**config.mk**
```make
export PLATFORM = sky130hd
export DESIGN_NAME = alu_share_arbiter_flat
export DESIGN_NICKNAME = d
export VERILOG_FILES = /design/src/rtl/alu_share_arbiter_pkg.sv /design/src/rtl/alu_share_arbiter_if.sv /design/src/rtl/alu_share_arbiter_alu.sv /design/src/rtl/alu_share_arbiter_rr_arbiter.sv /design/src/rtl/alu_share_arbiter.sv /design/src/flat_wrapper.sv
export SDC_FILE = /design/constraint.sdc
export NUM_CORES = 1
export LEC_CHECK = 0
export BUFFER_PORTS_ARGS = -buffer_cell sky130_fd_sc_hd__clkbuf_2
export CORE_ASPECT_RATIO = 1.5
export CORE_MARGIN = 4
export CORE_UTILIZATION = 35
export DETAILED_ROUTE_END_ITERATION = 10
export HOLD_SLACK_MARGIN = 0.02
export PLACE_DENSITY_LB_ADDON = 0.25
export SLEW_MARGIN = 20
export SYNTH_ARGS = -nofsm -noshare
export SYNTH_HDL_FRONTEND = slang
export SYNTH_HIERARCHICAL = 1
export SYNTH_SLANG_ARGS = --single-unit
```
**constraint.sdc**
```tcl
create_clock -name clk -period 13.8 [get_ports clk]
set_clock_uncertainty 0.1 [all_clocks]
set_input_delay 2.07 -clock clk [delete_from_list [all_inputs] [get_ports clk]]
set_output_delay 2.07 -clock clk [all_outputs]
set_load 0.02 [all_outputs]
```
**src/rtl/alu_share_arbiter_pkg.sv**
```systemverilog
// Shared types and constants for the shared-ALU arbiter.
// ALU opcodes, slot states and the requester index width helper.
package alu_share_arbiter_pkg;

    localparam int ALU_OP_W = 4;
    localparam int XLEN     = 32;

    typedef enum logic [ALU_OP_W-1:0] {
        ALU_ADD  = 4'h0,
        ALU_SUB  = 4'h1,
        ALU_SLL  = 4'h2,
        ALU_SLT  = 4'h3,
        ALU_SLTU = 4'h4,
        ALU_XOR  = 4'h5,
        ALU_SRL  = 4'h6,
        ALU_SRA  = 4'h7,
        ALU_OR   = 4'h8,
        ALU_AND  = 4'h9
    } alu_op_e;

    typedef enum logic {
        SLOT_EMPTY = 1'b0,
        SLOT_FULL  = 1'b1
    } slot_state_e;

    function automatic int id_width(input int n);
        return (n > 1) ? $clog2(n) : 1;
    endfunction

endpackage

```
**src/rtl/alu_share_arbiter_if.sv**
```systemverilog
// Request/response bundle between issuers and the shared ALU.
// master = issuer side, slave = arbiter side.
interface alu_share_arbiter_if
    import alu_share_arbiter_pkg::*;
#(
    parameter int NUM_REQ = 2,
    parameter int TAG_W   = 4,
    parameter int ID_W    = 1
);

    logic [NUM_REQ-1:0]          req_valid;
    logic [NUM_REQ-1:0]          req_ready;
    logic [ALU_OP_W*NUM_REQ-1:0] req_op;
    logic [XLEN*NUM_REQ-1:0]     req_a;
    logic [XLEN*NUM_REQ-1:0]     req_b;
    logic [TAG_W*NUM_REQ-1:0]    req_tag;

    logic                        rsp_valid;
    logic                        rsp_ready;
    logic [ID_W-1:0]             rsp_id;
    logic [TAG_W-1:0]            rsp_tag;
    logic [XLEN-1:0]             rsp_result;
    logic                        rsp_zero;

    modport master (
        output req_valid, req_op, req_a, req_b, req_tag,
        output rsp_ready,
        input  req_ready,
        input  rsp_valid, rsp_id, rsp_tag, rsp_result, rsp_zero
    );

    modport slave (
        input  req_valid, req_op, req_a, req_b, req_tag,
        input  rsp_ready,
        output req_ready,
        output rsp_valid, rsp_id, rsp_tag, rsp_result, rsp_zero
    );

endinterface

```
**src/rtl/alu_share_arbiter_alu.sv**
```systemverilog
// Combinational 32-bit integer ALU.
// Unknown opcodes yield result 0, which also raises zero.
module alu
    import alu_share_arbiter_pkg::*;
(
    input  logic [ALU_OP_W-1:0] op,
    input  logic [XLEN-1:0]     a,
    input  logic [XLEN-1:0]     b,
    output logic [XLEN-1:0]     result,
    output logic                zero
);

    logic [4:0] shamt;
    logic       lt_s;
    logic       lt_u;

    assign shamt = b[4:0];
    assign lt_s  = $signed(a) < $signed(b);
    assign lt_u  = a < b;

    // opcode decode
    always_comb begin
        result = '0;
        case (op)
            ALU_ADD:  result = a + b;
            ALU_SUB:  result = a - b;
            ALU_SLL:  result = a << shamt;
            ALU_SLT:  result = {{(XLEN-1){1'b0}}, lt_s};
            ALU_SLTU: result = {{(XLEN-1){1'b0}}, lt_u};
            ALU_XOR:  result = a ^ b;
            ALU_SRL:  result = a >> shamt;
            ALU_SRA:  result = $unsigned($signed(a) >>> shamt);
            ALU_OR:   result = a | b;
            ALU_AND:  result = a & b;
            default:  result = '0;
        endcase
    end

    assign zero = (result == '0);

endmodule

```
**src/rtl/alu_share_arbiter_rr_arbiter.sv**
```systemverilog
// Round-robin grant: first valid request at or above ptr,
// otherwise wrap to the lowest valid request.
module rr_arbiter #(
    parameter int NUM_REQ = 2,
    parameter int ID_W    = 1
) (
    input  logic [NUM_REQ-1:0] req,
    input  logic [ID_W-1:0]    ptr,
    output logic [NUM_REQ-1:0] gnt,
    output logic [ID_W-1:0]    idx,
    output logic               any
);

    logic [NUM_REQ-1:0] hi;
    logic [NUM_REQ-1:0] pick;

    // mask off requests below the pointer, pick lowest survivor
    always_comb begin
        hi = '0;
        for (int i = 0; i < NUM_REQ; i++) begin
            hi[i] = req[i] && (ID_W'(i) >= ptr);
        end
        pick = (|hi) ? hi : req;
        gnt  = '0;
        idx  = '0;
        for (int i = NUM_REQ - 1; i >= 0; i--) begin
            if (pick[i]) begin
                gnt    = '0;
                gnt[i] = 1'b1;
                idx    = ID_W'(i);
            end
        end
        any = |req;
    end

endmodule

```
**src/rtl/alu_share_arbiter.sv**
```systemverilog
// Shares one ALU between NUM_REQ issuers with round-robin grant
// and a single registered, tagged response slot.
module alu_share_arbiter
    import alu_share_arbiter_pkg::*;
#(
    parameter int NUM_REQ = 2,
    parameter int TAG_W   = 4,
    parameter int ID_W    = id_width(NUM_REQ)
) (
    input  logic               clk,
    input  logic               rst_n,
    alu_share_arbiter_if.slave bus
);

    slot_state_e         state;
    slot_state_e         state_nxt;
    logic [ID_W-1:0]     rr_ptr;
    logic [ID_W-1:0]     rr_ptr_nxt;
    logic [ID_W-1:0]     gnt_idx;
    logic [NUM_REQ-1:0]  gnt;
    logic                gnt_any;
    logic                can_accept;
    logic                xfer;

    logic [ALU_OP_W-1:0] alu_op;
    logic [XLEN-1:0]     alu_a;
    logic [XLEN-1:0]     alu_b;
    logic [XLEN-1:0]     alu_res;
    logic                alu_zero;
    logic [TAG_W-1:0]    sel_tag;

    rr_arbiter #(
        .NUM_REQ (NUM_REQ),
        .ID_W    (ID_W)
    ) u_rr (
        .req (bus.req_valid),
        .ptr (rr_ptr),
        .gnt (gnt),
        .idx (gnt_idx),
        .any (gnt_any)
    );

    // slot can take a new op when empty or being drained this cycle
    assign can_accept    = rst_n && ((state == SLOT_EMPTY) || bus.rsp_ready);
    assign xfer          = can_accept && gnt_any;
    assign bus.req_ready = can_accept ? gnt : '0;

    // steer the granted requester's payload onto the ALU
    always_comb begin
        alu_op  = '0;
        alu_a   = '0;
        alu_b   = '0;
        sel_tag = '0;
        for (int i = 0; i < NUM_REQ; i++) begin
            if (gnt[i]) begin
                alu_op  = bus.req_op[i*ALU_OP_W +: ALU_OP_W];
                alu_a   = bus.req_a[i*XLEN +: XLEN];
                alu_b   = bus.req_b[i*XLEN +: XLEN];
                sel_tag = bus.req_tag[i*TAG_W +: TAG_W];
            end
        end
    end

    alu u_alu (
        .op     (alu_op),
        .a      (alu_a),
        .b      (alu_b),
        .result (alu_res),
        .zero   (alu_zero)
    );

    // slot state register
    always_ff @(posedge clk or negedge rst_n) begin
        if (!rst_n) state <= SLOT_EMPTY;
        else        state <= state_nxt;
    end

    // slot next state: fill on transfer, empty on drain without refill
    always_comb begin
        state_nxt = state;
        unique case (state)
            SLOT_EMPTY: if (xfer) state_nxt = SLOT_FULL;
            SLOT_FULL:  if (bus.rsp_ready && !xfer) state_nxt = SLOT_EMPTY;
        endcase
    end

    assign bus.rsp_valid = (state == SLOT_FULL);

    // response payload, loaded only on a transfer
    always_ff @(posedge clk or negedge rst_n) begin
        if (!rst_n) begin
            bus.rsp_id     <= '0;
            bus.rsp_tag    <= '0;
            bus.rsp_result <= '0;
            bus.rsp_zero   <= 1'b0;
        end else if (xfer) begin
            bus.rsp_id     <= gnt_idx;
            bus.rsp_tag    <= sel_tag;
            bus.rsp_result <= alu_res;
            bus.rsp_zero   <= alu_zero;
        end
    end

    assign rr_ptr_nxt = (gnt_idx == ID_W'(NUM_REQ - 1)) ? '0
                                                        : gnt_idx + 1'b1;

    // round-robin pointer advances past each winner
    always_ff @(posedge clk or negedge rst_n) begin
        if (!rst_n)    rr_ptr <= '0;
        else if (xfer) rr_ptr <= rr_ptr_nxt;
    end

endmodule

```
**src/flat_wrapper.sv**
```systemverilog
// flat-port wrapper written by rule: the top's interface ports become plain ports
module alu_share_arbiter_flat import alu_share_arbiter_pkg::*;
#(
    parameter int NUM_REQ = 2,
    parameter int TAG_W   = 4,
    parameter int ID_W    = id_width(NUM_REQ)
)
  (clk, rst_n, bus_req_valid, bus_req_op, bus_req_a, bus_req_b, bus_req_tag, bus_rsp_ready, bus_req_ready, bus_rsp_valid, bus_rsp_id, bus_rsp_tag, bus_rsp_result, bus_rsp_zero);
  alu_share_arbiter_if #(.NUM_REQ(NUM_REQ), .TAG_W(TAG_W), .ID_W(ID_W)) bus_i ();
  input  logic clk;
  input  logic rst_n;
  input wire logic [$bits(bus_i.req_valid)-1:0] bus_req_valid;
  input wire logic [$bits(bus_i.req_op)-1:0] bus_req_op;
  input wire logic [$bits(bus_i.req_a)-1:0] bus_req_a;
  input wire logic [$bits(bus_i.req_b)-1:0] bus_req_b;
  input wire logic [$bits(bus_i.req_tag)-1:0] bus_req_tag;
  input wire logic [$bits(bus_i.rsp_ready)-1:0] bus_rsp_ready;
  output wire logic [$bits(bus_i.req_ready)-1:0] bus_req_ready;
  output wire logic [$bits(bus_i.rsp_valid)-1:0] bus_rsp_valid;
  output wire logic [$bits(bus_i.rsp_id)-1:0] bus_rsp_id;
  output wire logic [$bits(bus_i.rsp_tag)-1:0] bus_rsp_tag;
  output wire logic [$bits(bus_i.rsp_result)-1:0] bus_rsp_result;
  output wire logic [$bits(bus_i.rsp_zero)-1:0] bus_rsp_zero;
  assign bus_i.req_valid = bus_req_valid;
  assign bus_i.req_op = bus_req_op;
  assign bus_i.req_a = bus_req_a;
  assign bus_i.req_b = bus_req_b;
  assign bus_i.req_tag = bus_req_tag;
  assign bus_i.rsp_ready = bus_rsp_ready;
  assign bus_req_ready = bus_i.req_ready;
  assign bus_rsp_valid = bus_i.rsp_valid;
  assign bus_rsp_id = bus_i.rsp_id;
  assign bus_rsp_tag = bus_i.rsp_tag;
  assign bus_rsp_result = bus_i.rsp_result;
  assign bus_rsp_zero = bus_i.rsp_zero;
  alu_share_arbiter #(.NUM_REQ(NUM_REQ), .TAG_W(TAG_W), .ID_W(ID_W)) u_core (.clk(clk), .rst_n(rst_n), .bus(bus_i));
endmodule
```
==> results of run 1 <==
==> worst register-to-register path: cells and delay by family (launching register included) <==
kind                       cells  cell delay (ns)
adders and majority gates      1             0.37
muxes                          1             0.26
DFF                            1             0.37
and+or+nand+nor                3             0.24
buffers and inverters          6             1.87
AOI/OAI and AO/OA             10             4.20
==> metal layers <==
metal  global-route usage, %  part of all wire (%)  vias to the layer above
met1                    35.1                    35                     6489
met4                    20.5                   8.5                        2
met3                    3.20                   6.3                      203
li1                        -                     -                     6011
met2                    54.0                    50                      707
met5                       0                 0.021                        -
==> kinds of logic after synthesis <==
| family | synth area share [%] |
|---|---|
| simple gates | 18.4 |
| mux | 18.6 |
| buf+inv | 8.67 |
| flops | 8.72 |
| fa+ha+maj | 11.1 |
| compound gates | 33.6 |
| xor+xnor | 0.839 |
==> sequential cells by signal, indices dropped and copies added (netlist names) <==
register,count
u_core/bus.rsp_id,1
u_core/bus.rsp_result,32
u_core/bus.rsp_tag,4
u_core/bus.rsp_valid,1
u_core/bus.rsp_zero,1
u_core/rr_ptr,1
==> how the worst max path moves through the flow <==
stage | startpoint | end | slack [ns] | depth (start not counted)
6_report | bus_req_valid[0] | u_core/bus.rsp_zero | 4.86 | 21
5_1_grt | bus_req_valid[1] | u_core/bus.rsp_zero | 4.37 | 21
4_1_cts | bus_req_valid[0] | u_core/bus.rsp_zero | 5.04 | 21
3_5_place_dp | bus_req_valid[0] | u_core/bus.rsp_zero | 4.72 | 21
3_3_place_gp | bus_req_valid[0] | u_core/bus.rsp_zero | 4.77 | 21
2_1_floorplan | bus_req_valid[1] | u_core/bus.rsp_zero | 6.42 | 24
==> cell type report <==
type	instances	area share, %
multi-input cells	1248	74.3
clock buffers	5	0.972
flip-flops and latches	40	7.78
well taps	415	4.03
repair buffers	227	9.54
inverters	103	3.00
clock inverters	3	0.360
==> cell usage in the layout, fill, tap and decap left out, types with 11 or more instances in the layout <==
cell type / n
buf_4: 37
a22oi_1: 17
nand2b_1: 11
nor4_1: 19
inv_1: 99
nor2_1: 124
xnor2_1: 11
a21o_1: 15
o21ai_0: 75
a21oi_1: 111
ha_1: 99
nand2_1: 131
clkbuf_2: 189
mux4_2: 36
mux2_2: 66
a221oi_1: 20
o31ai_1: 23
mux2i_1: 54
nor3_1: 30
dfrtp_1: 40
a31oi_1: 15
nor2b_1: 11
a22o_1: 70
a211oi_1: 21
nand3_1: 25
o22ai_1: 29
o211ai_1: 29
o221ai_1: 15
nand4_1: 12
==> through the flow <==
step / power (µW) / cell area [µm²]
final: 1490 / 12900
after floorplan: 946 / 11500
after CTS: 1480 / 12900
after detailed placement: 1330 / 12700
after global routing: 1580 / 12900
after global placement: 1330 / 12700
==> report_power, final <==
group	total, µW	internal [µW]	switching, µW	leakage, µW
clock network	143	86.1	57.0	0.0000804
registers	194	166	28.2	0.000494
logic	1150	405	749	0.00497
total	1490	657	835	0.00554
==> reports/qor.yml, run 1 <==
status:
  status: "finished clean"
global_routing:
  overflow: 0
  grt_pass1_wl_mm: 84.9
  antenna_found_initial: 1
  grt_pass1_vias: 13003
  gr-usage-all-layers_pct: 30.9
  grt_max_degree: 59
worst_hold_path:
  hp-class: "flop to flop"
  min-delay-start: "u_core/bus.rsp_result[16]"
  min_to: "u_core/bus.rsp_result[16]"
  worstHoldPathCells: 1
timing:
  min_period_ns: 8.94
  worst_pin_slew_ns: 1.19
  hold_viol_final: 0
  relSlewSlack_pct: 20.9
  max_freq_ghz: 0.112
  whs_ns: 0.405
  setup-tns-final_ns: 0
  drv_slew: 0
  fin_ws_ns: 4.86
  rsz0062_at_grt: "false"
  period_share_pct: 64.8
  setup_violations: 0
floorplanning:
  die-area_um2: 35800
  core.rowCount: 81
  core-area_um2: 32500
  initial_core_util_pct: 35.3
  dieWidth_um: 156
  ioPinCount: 190
  die_h_um: 230
logic_synthesis:
  synth_warnings: 6
  synth_area_leaders: "ha_1 (11%), dfrtp_1 (8.7%), mux4_2 (7.1%), mux2_2 (6.5%), a22o_1 (5.6%)"
  synth_seq_cells: 40
  synth_edf_count: 0
  synth_top_area_share_pct: 10.8
  syn_nets: 1764
  ys.flop_type: "dfrtp_1"
  yosysUniqueCellTypes: 92
  synthArstFlopShare_pct: 100
  synth_top_cell_by_area: "ha_1"
  synth_most_common_cell: "nand2_1"
  synth.avg_cell_area_um2: 7.58
  synth_cells: 1514
  synth_area_um2: 11500
  synth_common_cells: "nand2_1 (131), nor2_1 (124), a21oi_1 (111), ha_1 (99), inv_1 (99)"
  synth-seq-area-share_pct: 8.72
finish:
  diodes: 0
  multi_input_area_um2: 9570
  drive_above_1_share_pct: 22.7
  final_nets: 1875
  area_delta_synth_final_pct: 12.2
  final_util_pct: 39.6
  fillCellCount: 3427
  seqCellArea_um2: 1000
  final_cells: 2041
clocking:
  path_clk_slew_ns: 0.07
  clockBufferDepth: 2
  numCtsBuffers: 5
  cts.sinks: 40
  holdBufCountCts: 0
  ctsResizeCount: 0
  insertion_delay_ns: 0.30
  post-cts-setup-buffer-count: 0
  cts_tree: "yes"
  root_buffer: "clkbuf_16"
  cts_max_level: 2
critical_path:
  cpMostUsedCell: "buf_4"
  startpoint_type: "primary input"
  worst_setup_path_end_kind: "flop"
  r2r-end: "u_core/bus.rsp_zero"
  worst-setup-path-type: "primary input to flop"
  critical_path_arrival_ns: 9.03
  crit_chain: "clkbuf_2, a21boi_4, buf_4, buf_4, a22o_2, buf_4, clkinv_1, buf_4, ha_1, nor3_1, o311ai_0, o211ai_1, a21oi_1, o31ai_1, a31oi_1, o221ai_1, a2111oi_0, nor2_1, a21oi_1, nor3_2, mux2_2"
  slowest_delay_ns: 0.72
  r2r_start: "u_core/rr_ptr"
  r2r_slack_ns: 6.29
  path_buf_inv: 6
  rr_worst_depth: 21
  critPathSlowestCell: "o311ai_0"
  required_ns: 13.89
  cp_max_fo: 58
  path_delay_family: "compound AO/OA/AOI/OAI gates"
place:
  placed_cells: 2032
  gp_congestion: 1.01
  post-place-ws_ns: 4.72
  hpwl_mm: 45.0
  portBuffers: 189
route:
  via_per_inst: 6.57
  drt_iter0_drc: 1280
  wire_per_inst_um: 28.0
  wl_mm: 57.2
  drc: 0
  vias: 13412
  ant_nets: 0
  drt_pre_antenna_iters: 6
pwr:
  leakage_uw: 0.00554
  peakVddDrop_v: 0.0000596
  power_density_nw_per_um2: 116
flow_run:
  maxCapViolations: 0
Note: power is estimated with default switching activity, not from simulation.
==> inputs of run 2 (changes only) <==
Settings changed: ABC_AREA from default to 1.
Clock period 13.8 ns to 9.2 ns, I/O delays scaled along.
==> run 2 against run 1 <==
Net effect: register-to-register slack worse by 2.7 ns; total power up 44%; sequential power up 34%; wire length up 24%; synthesized area up 13%; critical path depth up 8; sequential cell count unchanged; sequential share of layout area down 0.72 points; non-clock buffer count down 18; setup slack worse by 2.0 ns.
==> reports/qor.yml, run 2 <==
logic_synthesis:
  ys.flop_type: "dfrtp_1"
  synth.avg_cell_area_um2: 5.00  # -34%
  synth_area_leaders: "nand2_1 (30%), nand3_1 (17%), ha_1 (9.6%), inv_1 (9.3%), dfrtp_1 (7.7%)"
  syn_nets: 2840  # +61%
  synth_area_um2: 13000  # +13%
  synth-seq-area-share_pct: 7.72  # -1.0 points
  synth_top_cell_by_area: "nand2_1"
  synthArstFlopShare_pct: 100  # unchanged
  yosysUniqueCellTypes: 49  # -47%
  synth_seq_cells: 40  # unchanged
  synth_top_area_share_pct: 30.0  # +19 points
  synth_most_common_cell: "nand2_1"
  synth_warnings: 6  # unchanged
  synth_edf_count: 0  # unchanged
  synth_common_cells: "nand2_1 (1,035), nand3_1 (440), inv_1 (320), nor2_1 (197), ha_1 (99)"
  synth_cells: 2590  # +71%
timing:
  relSlewSlack_pct: 43.9  # +23 points
  setup-tns-final_ns: 0  # unchanged
  period_share_pct: 69.3
  hold_viol_final: 0  # unchanged
  drv_slew: 0  # unchanged
  worst_pin_slew_ns: 0.841  # -0.345 ns
  rsz0062_at_grt: "false"
  max_freq_ghz: 0.157
  setup_violations: 0  # unchanged
  min_period_ns: 6.38
critical_path:
  cpMostUsedCell: "nand2_1"
  startpoint_type: "primary input"
  critical_path_arrival_ns: 6.50  # -2.53 ns
  rr_worst_depth: 28  # +33%
  required_ns: 9.33  # -4.56 ns
  r2r-end: "u_core/bus.rsp_zero"
  slowest_delay_ns: 0.51  # -0.21 ns
  worst-setup-path-type: "primary input to flop"
  cp_max_fo: 40  # -31%
  critPathSlowestCell: "ha_1"
  worst_setup_path_end_kind: "flop"
  r2r_start: "u_core/rr_ptr"
  r2r_slack_ns: 3.59  # -2.70 ns
route:
  vias: 17828  # +33%
  via_per_inst: 5.62  # -14%
  wl_mm: 70.9  # +24%
  wire_per_inst_um: 22.4  # -20%
  drc: 0  # unchanged
  ant_nets: 0  # unchanged
  drt_pre_antenna_iters: 9  # +3
  drt_iter0_drc: 1785  # +39%
clocking:
  path_clk_slew_ns: 0.06  # about the same
  post-cts-setup-buffer-count: 0  # unchanged
  root_buffer: "clkbuf_16"
  numCtsBuffers: 5  # unchanged
  insertion_delay_ns: 0.29  # about the same
  clockBufferDepth: 2  # unchanged
  cts_tree: "yes"
  ctsResizeCount: 0  # unchanged
  holdBufCountCts: 0  # unchanged
  cts_max_level: 2  # unchanged
  cts.sinks: 40  # unchanged
finish:
  final_cell_mix: "nand2_1 (1,033), nand3_1 (440), inv_1 (319)"
  multi_input_area_um2: 10100  # +5.2%
  largest_reg_flops: 32  # unchanged
  final_nets: 2936  # +57%
  fillCellCount: 4330  # +26%
  drive_above_1_share_pct: 10.0  # -13 points
  area_delta_synth_final_pct: 9.46
  diodes: 0  # unchanged
  final_common_cell: "nand2_1"
  seqCellArea_um2: 1000  # unchanged
  largestRegisters: "u_core/bus.rsp_result (32), u_core/bus.rsp_tag (4)"
  top_register: "u_core/bus.rsp_result"
  final_area_um2: 14200  # +10%
worst_hold_path:
  hp-class: "flop to flop"
  min-delay-start: "u_core/bus.rsp_result[29]"
  min_to: "u_core/bus.rsp_result[29]"
  worstHoldPathCells: 2  # +1
global_routing:
  gr-usage-all-layers_pct: 34.1  # +3.2 points
  grt_pass1_vias: 17213  # +32%
  antenna_found_initial: 1  # unchanged
  grt_pass1_wl_mm: 103  # +22%
  grt_max_degree: 75  # +27%
  overflow: 0  # unchanged
pwr:
  peakVddDrop_v: 0.0000793  # +33%
  leakage_uw: 0.00828  # +49%
  power_density_nw_per_um2: 152  # +31%
floorplanning:
  core.rowCount: 86  # +6.2%
  core-area_um2: 36700  # +13%
  ioPinCount: 190  # unchanged
  die-area_um2: 40200  # +12%
  initial_core_util_pct: 35.3  # +0.044 points
  dieWidth_um: 165  # +5.9%
  die_h_um: 244  # +6.0%
place:
  portBuffers: 189  # unchanged
  gp_congestion: 1.08  # +7.2%
  hpwl_mm: 58.4  # +30%
  dpl_cell_area_um2: 14000  # +10%
flow_run:
  maxCapViolations: 0  # unchanged
status:
  status: "finished clean"
[run 2: cell types whose count changed after synthesis, moves of 36 or more]
cell / change
a22o_1: -73
buf_2: +45
clkbuf_1: -58
inv_1: +221
mux2_2: -66
mux2i_1: -53
mux4_2: -36
nand2_1: +904
nand3_1: +415
nor2_1: +73
[run 2: logic make-up (layout without fill, tap and decap cells)]
logic type / after synthesis / in the layout / share of synthesized area (%)
simple gates: 1777 / 1777 / 57.9
buf+inv: 453 / 550 / 14.8
compound gates: 215 / 215 / 9.42
fa+ha+maj: 101 / 101 / 9.87
flops: 40 / 40 / 7.72
xor+xnor: 3 / 3 / 0.203
mux: 1 / 1 / 0.0772
[run 2: critical path, delay by kind of cell]
family                     cells  cell delay, ns
AOI/OAI and AO/OA              1            0.05
adders and majority gates      1            0.51
and+or+nand+nor               19            2.54
buffers and inverters          8            1.93
[run 2: layout make-up]
type	instances	share of cell area [%]
Sequential cell	40	7.06
Clock inverter	2	0.247
Multi-Input combinational cell	2097	71.0
Inverter	333	8.83
Timing Repair Buffer	209	7.73
Clock buffer	6	0.908
Tap cell	484	4.27
[run 2: worst max-delay path by stage]
stage                           from  slack, ns                  end
finish              bus_req_valid[1]       2.82  u_core/bus.rsp_zero
global route        bus_req_valid[1]       2.45  u_core/bus.rsp_zero
detailed placement  bus_req_valid[1]       2.64  u_core/bus.rsp_zero
global placement    bus_req_valid[1]       2.60  u_core/bus.rsp_zero
CTS                 bus_req_valid[1]       2.92  u_core/bus.rsp_zero
floorplan           bus_req_valid[1]       4.35  u_core/bus.rsp_zero
[run 2: through the flow]
stage               total power, µW  instances  setup slack [ns]  util, %  hold slack [ns]
CTS                            2110       3171              2.92     38.7            0.381
global placement               1910       3163              2.60     38.2            0.366
floorplan                      1330       2590              4.35        -            0.375
finish                         2150       3171              2.82     38.7            0.376
detailed placement             1910       3163              2.64     38.2            0.366
global route                   2300       3171              2.45     38.7            0.395
[run 2: per-layer routing]
layer / vias up / global-route usage [%] / share of wire (%)
li1: 8397 / - / -
met1: 8218 / 37.8 / 36
met2: 925 / 59.9 / 49
met3: 286 / 4.15 / 6.8
met4: 2 / 23.1 / 8.8
met5: - / 0 / 0.017
[run 2: power by group]
group          switching [µW]  internal, µW  leakage, µW
sequential               31.7           228     0.000519
combinational            1250           445      0.00768
clock                    68.7           128    0.0000808
==> inputs of run 3 (changes only) <==
Settings changed: ABC_AREA 1 to 0.
Clock period 9.2 ns to 6.3 ns, I/O delays scaled along.
==> run 3 against run 2 <==
Net effect: via count shrank 18%; hold slack gained 0.030 ns; die area fell by 11%; non-clock buffer count is 234 higher.
==> reports/qor.yml, run 3 (synthesis results as in run 1) <==
finish:
  final_common_cell: "buf_4"
  area_delta_synth_final_pct: 27.1
  final_nets: 2091  # -29%
  largest_reg_flops: 32  # unchanged
  diodes: 0  # unchanged
  top_register: "u_core/bus.rsp_result"
  final_cell_mix: "buf_4 (246), clkbuf_2 (189), nand2_1 (131)"
  drive_above_1_share_pct: 31.8  # +22 points
  largestRegisters: "u_core/bus.rsp_result (32), u_core/bus.rsp_tag (4)"
critical_path:
  critPathSlowestCell: "o311ai_0"
  critical_path_arrival_ns: 6.06  # -0.44 ns
  crit_path_end: "u_core/bus.rsp_zero"
  path_buf_inv: 5  # -3
  cpMostUsedCell: "buf_4"
  slowest_delay_ns: 0.84  # +0.33 ns
  path_delay_family: "compound AO/OA/AOI/OAI gates"
  startpoint_type: "primary input"
  worst-setup-path-type: "primary input to flop"
  r2r-end: "u_core/bus.rsp_zero"
  cp.depth: 21  # -28%
  rr_worst_depth: 21  # -25%
  cp_max_fo: 13  # -68%
  crit_start: "bus_req_valid[0]"
  crit_chain: "clkbuf_2, a21boi_1, buf_4, nor2b_4, buf_12, a22o_2, clkinv_1, ha_1, nor3_1, o311ai_0, o211ai_1, a21oi_1, buf_4, xnor2_1, o2111ai_1, or4_1, nor4_2, and4b_1, nand4_1, nor3_2, mux2_2"
  r2r_slack_ns: 0.75  # -2.84 ns
  required_ns: 6.44  # -2.89 ns
  worst_setup_path_end_kind: "flop"
  r2r_start: "u_core/rr_ptr"
timing:
  worst_pin_slew_ns: 1.14  # +0.304 ns
  min_period_ns: 5.91
  hold_viol_final: 0  # unchanged
  relSlewSlack_pct: 23.6  # -20 points
  setup-tns-final_ns: 0  # unchanged
  setup_violations: 0  # unchanged
  max_freq_ghz: 0.169
  period_share_pct: 93.9
  fin_ws_ns: 0.386  # -2.44 ns
  rsz0062_at_grt: "false"
  drv_slew: 0  # unchanged
route:
  vias: 14614  # -18%
  ant_nets: 0  # unchanged
  drc: 0  # unchanged
  wl_met1_mm: 21.5  # -15%
  drt_iter0_drc: 1537  # -14%
  wire_per_inst_um: 28.1  # +25%
  wl_met2_mm: 30.6  # -12%
  routed.top_layer: "met4"
  met3_wirelength_mm: 4.27  # -11%
  via_per_inst: 6.47  # +15%
  drt_pre_antenna_iters: 6  # -3
  wl_mm: 63.3  # -11%
clocking:
  holdBufCountCts: 0  # unchanged
  path_clk_slew_ns: 0.07  # about the same
  cts_max_level: 2  # unchanged
  insertion_delay_ns: 0.30  # about the same
  ctsResizeCount: 0  # unchanged
  numCtsBuffers: 5  # unchanged
  cts.sinks: 40  # unchanged
  clockBufferDepth: 2  # unchanged
  post-cts-setup-buffer-count: 0  # unchanged
  root_buffer: "clkbuf_16"
  cts_tree: "yes"
place:
  hpwl_mm: 52.0  # -11%
  gp_congestion: 1.06  # -2.4%
  post-place-ws_ns: 0.242  # -2.40 ns
  portBuffers: 189  # unchanged
global_routing:
  overflow: 0  # unchanged
  grt_pass1_vias: 14439  # -16%
  gr-usage-all-layers_pct: 33.9  # -0.22 points
  grt_max_degree: 58  # -23%
  grt_pass1_wl_mm: 91.8  # -11%
  antenna_found_initial: 0  # -1
worst_hold_path:
  hp-class: "flop to flop"
pwr:
  peakVddDrop_v: 0.000186  # +130%
  power_density_nw_per_um2: 253  # +67%
  p_total_uw: 3690  # +71%
  leakage_uw: 0.00663  # -20%
floorplanning:
  ioPinCount: 190  # unchanged
  core.rowCount: 81  # -5.8%
  dieWidth_um: 156  # -5.6%
  die-area_um2: 35800  # -11%
  core-area_um2: 32500  # -11%
  die_h_um: 230  # -5.7%
  initial_core_util_pct: 35.3  # -0.044 points
status:
  status: "finished clean"
flow_run:
  maxCapViolations: 0  # unchanged
-- run 3: changes by cell type in the layout (fill, tap and decap cells not counted), moves of 36 or more --
| cell | before | now |
|---|---|---|
| a22o_1 | 0 | 70 |
| nand3_1 | 440 | 25 |
| nand2_1 | 1033 | 131 |
| buf_4 | 20 | 246 |
| inv_1 | 319 | 99 |
| mux4_2 | 0 | 36 |
| nor2_1 | 196 | 124 |
| mux2i_1 | 1 | 54 |
| mux2_2 | 0 | 66 |
-- run 3: area by class of cell --
cell class / instances / area [µm²]
fillers: 3343 / 17900
multi-input cells: 1248 / 9560
repair buffers: 443 / 2950
flip-flops and latches: 40 / 1000
well taps: 415 / 519
inverters: 103 / 387
clock buffers: 5 / 125
clock inverters: 3 / 46.3
-- run 3: how the worst min path moves through the flow --
stage | start | to | slack [ns] | cells past startpoint
after floorplan | u_core/rr_ptr | u_core/rr_ptr | 0.41 | 2
after global placement | u_core/bus.rsp_result[11] | u_core/bus.rsp_result[11] | 0.39 | 1
after global routing | u_core/bus.rsp_result[1] | u_core/bus.rsp_result[1] | 0.42 | 1
after CTS | u_core/bus.rsp_result[22] | u_core/bus.rsp_result[22] | 0.41 | 1
after detailed placement | u_core/bus.rsp_tag[1] | u_core/bus.rsp_tag[1] | 0.39 | 1
final | u_core/bus.rsp_result[21] | u_core/bus.rsp_result[21] | 0.41 | 1
-- run 3: worst register-to-register path, cell delays in order (launching register included) --
cell and delay, ns:
dfrtp_1 0.40, inv_1 0.09, a21boi_4 0.24, buf_12 0.19
buf_4 0.17, buf_4 0.15, a22o_1 0.20, inv_1 0.12
ha_1 0.33, nor2_1 0.35, o311ai_0 0.43, o211ai_1 0.32
a21oi_1 0.23, o31ai_1 0.54, a31oi_1 0.17, buf_4 0.20
o2111ai_1 0.17, nor4bb_1 0.40, mux2i_1 0.14, o2bb2ai_1 0.20
nor3_2 0.20, mux2_2 0.16
-- run 3: power breakdown --
| group | leakage (µW) | total [µW] | switching, µW | internal (µW) |
|---|---|---|---|---|
| logic | 0.00606 | 2950 | 1780 | 1180 |
| registers | 0.000494 | 420 | 56.3 | 364 |
| clock network | 0.0000804 | 310 | 122 | 189 |
-- run 3: routing by layer --
layer / global-route usage, % / up-vias
li1: - / 6460
met1: 36.5 / 6978
met2: 58.6 / 880
met3: 4.07 / 296
met4: 27.6 / 0
met5: 0 / -
-- run 3: through the flow --
stage	utilization, %	hold slack [ns]	instance area (µm²)	std cells
floorplan	-	0.414	11500	1514
global placement	44.3	0.388	14400	2249
detailed placement	44.3	0.393	14400	2249
CTS	44.8	0.410	14600	2257
global route	44.8	0.425	14600	2257
finish	44.8	0.407	14600	2257
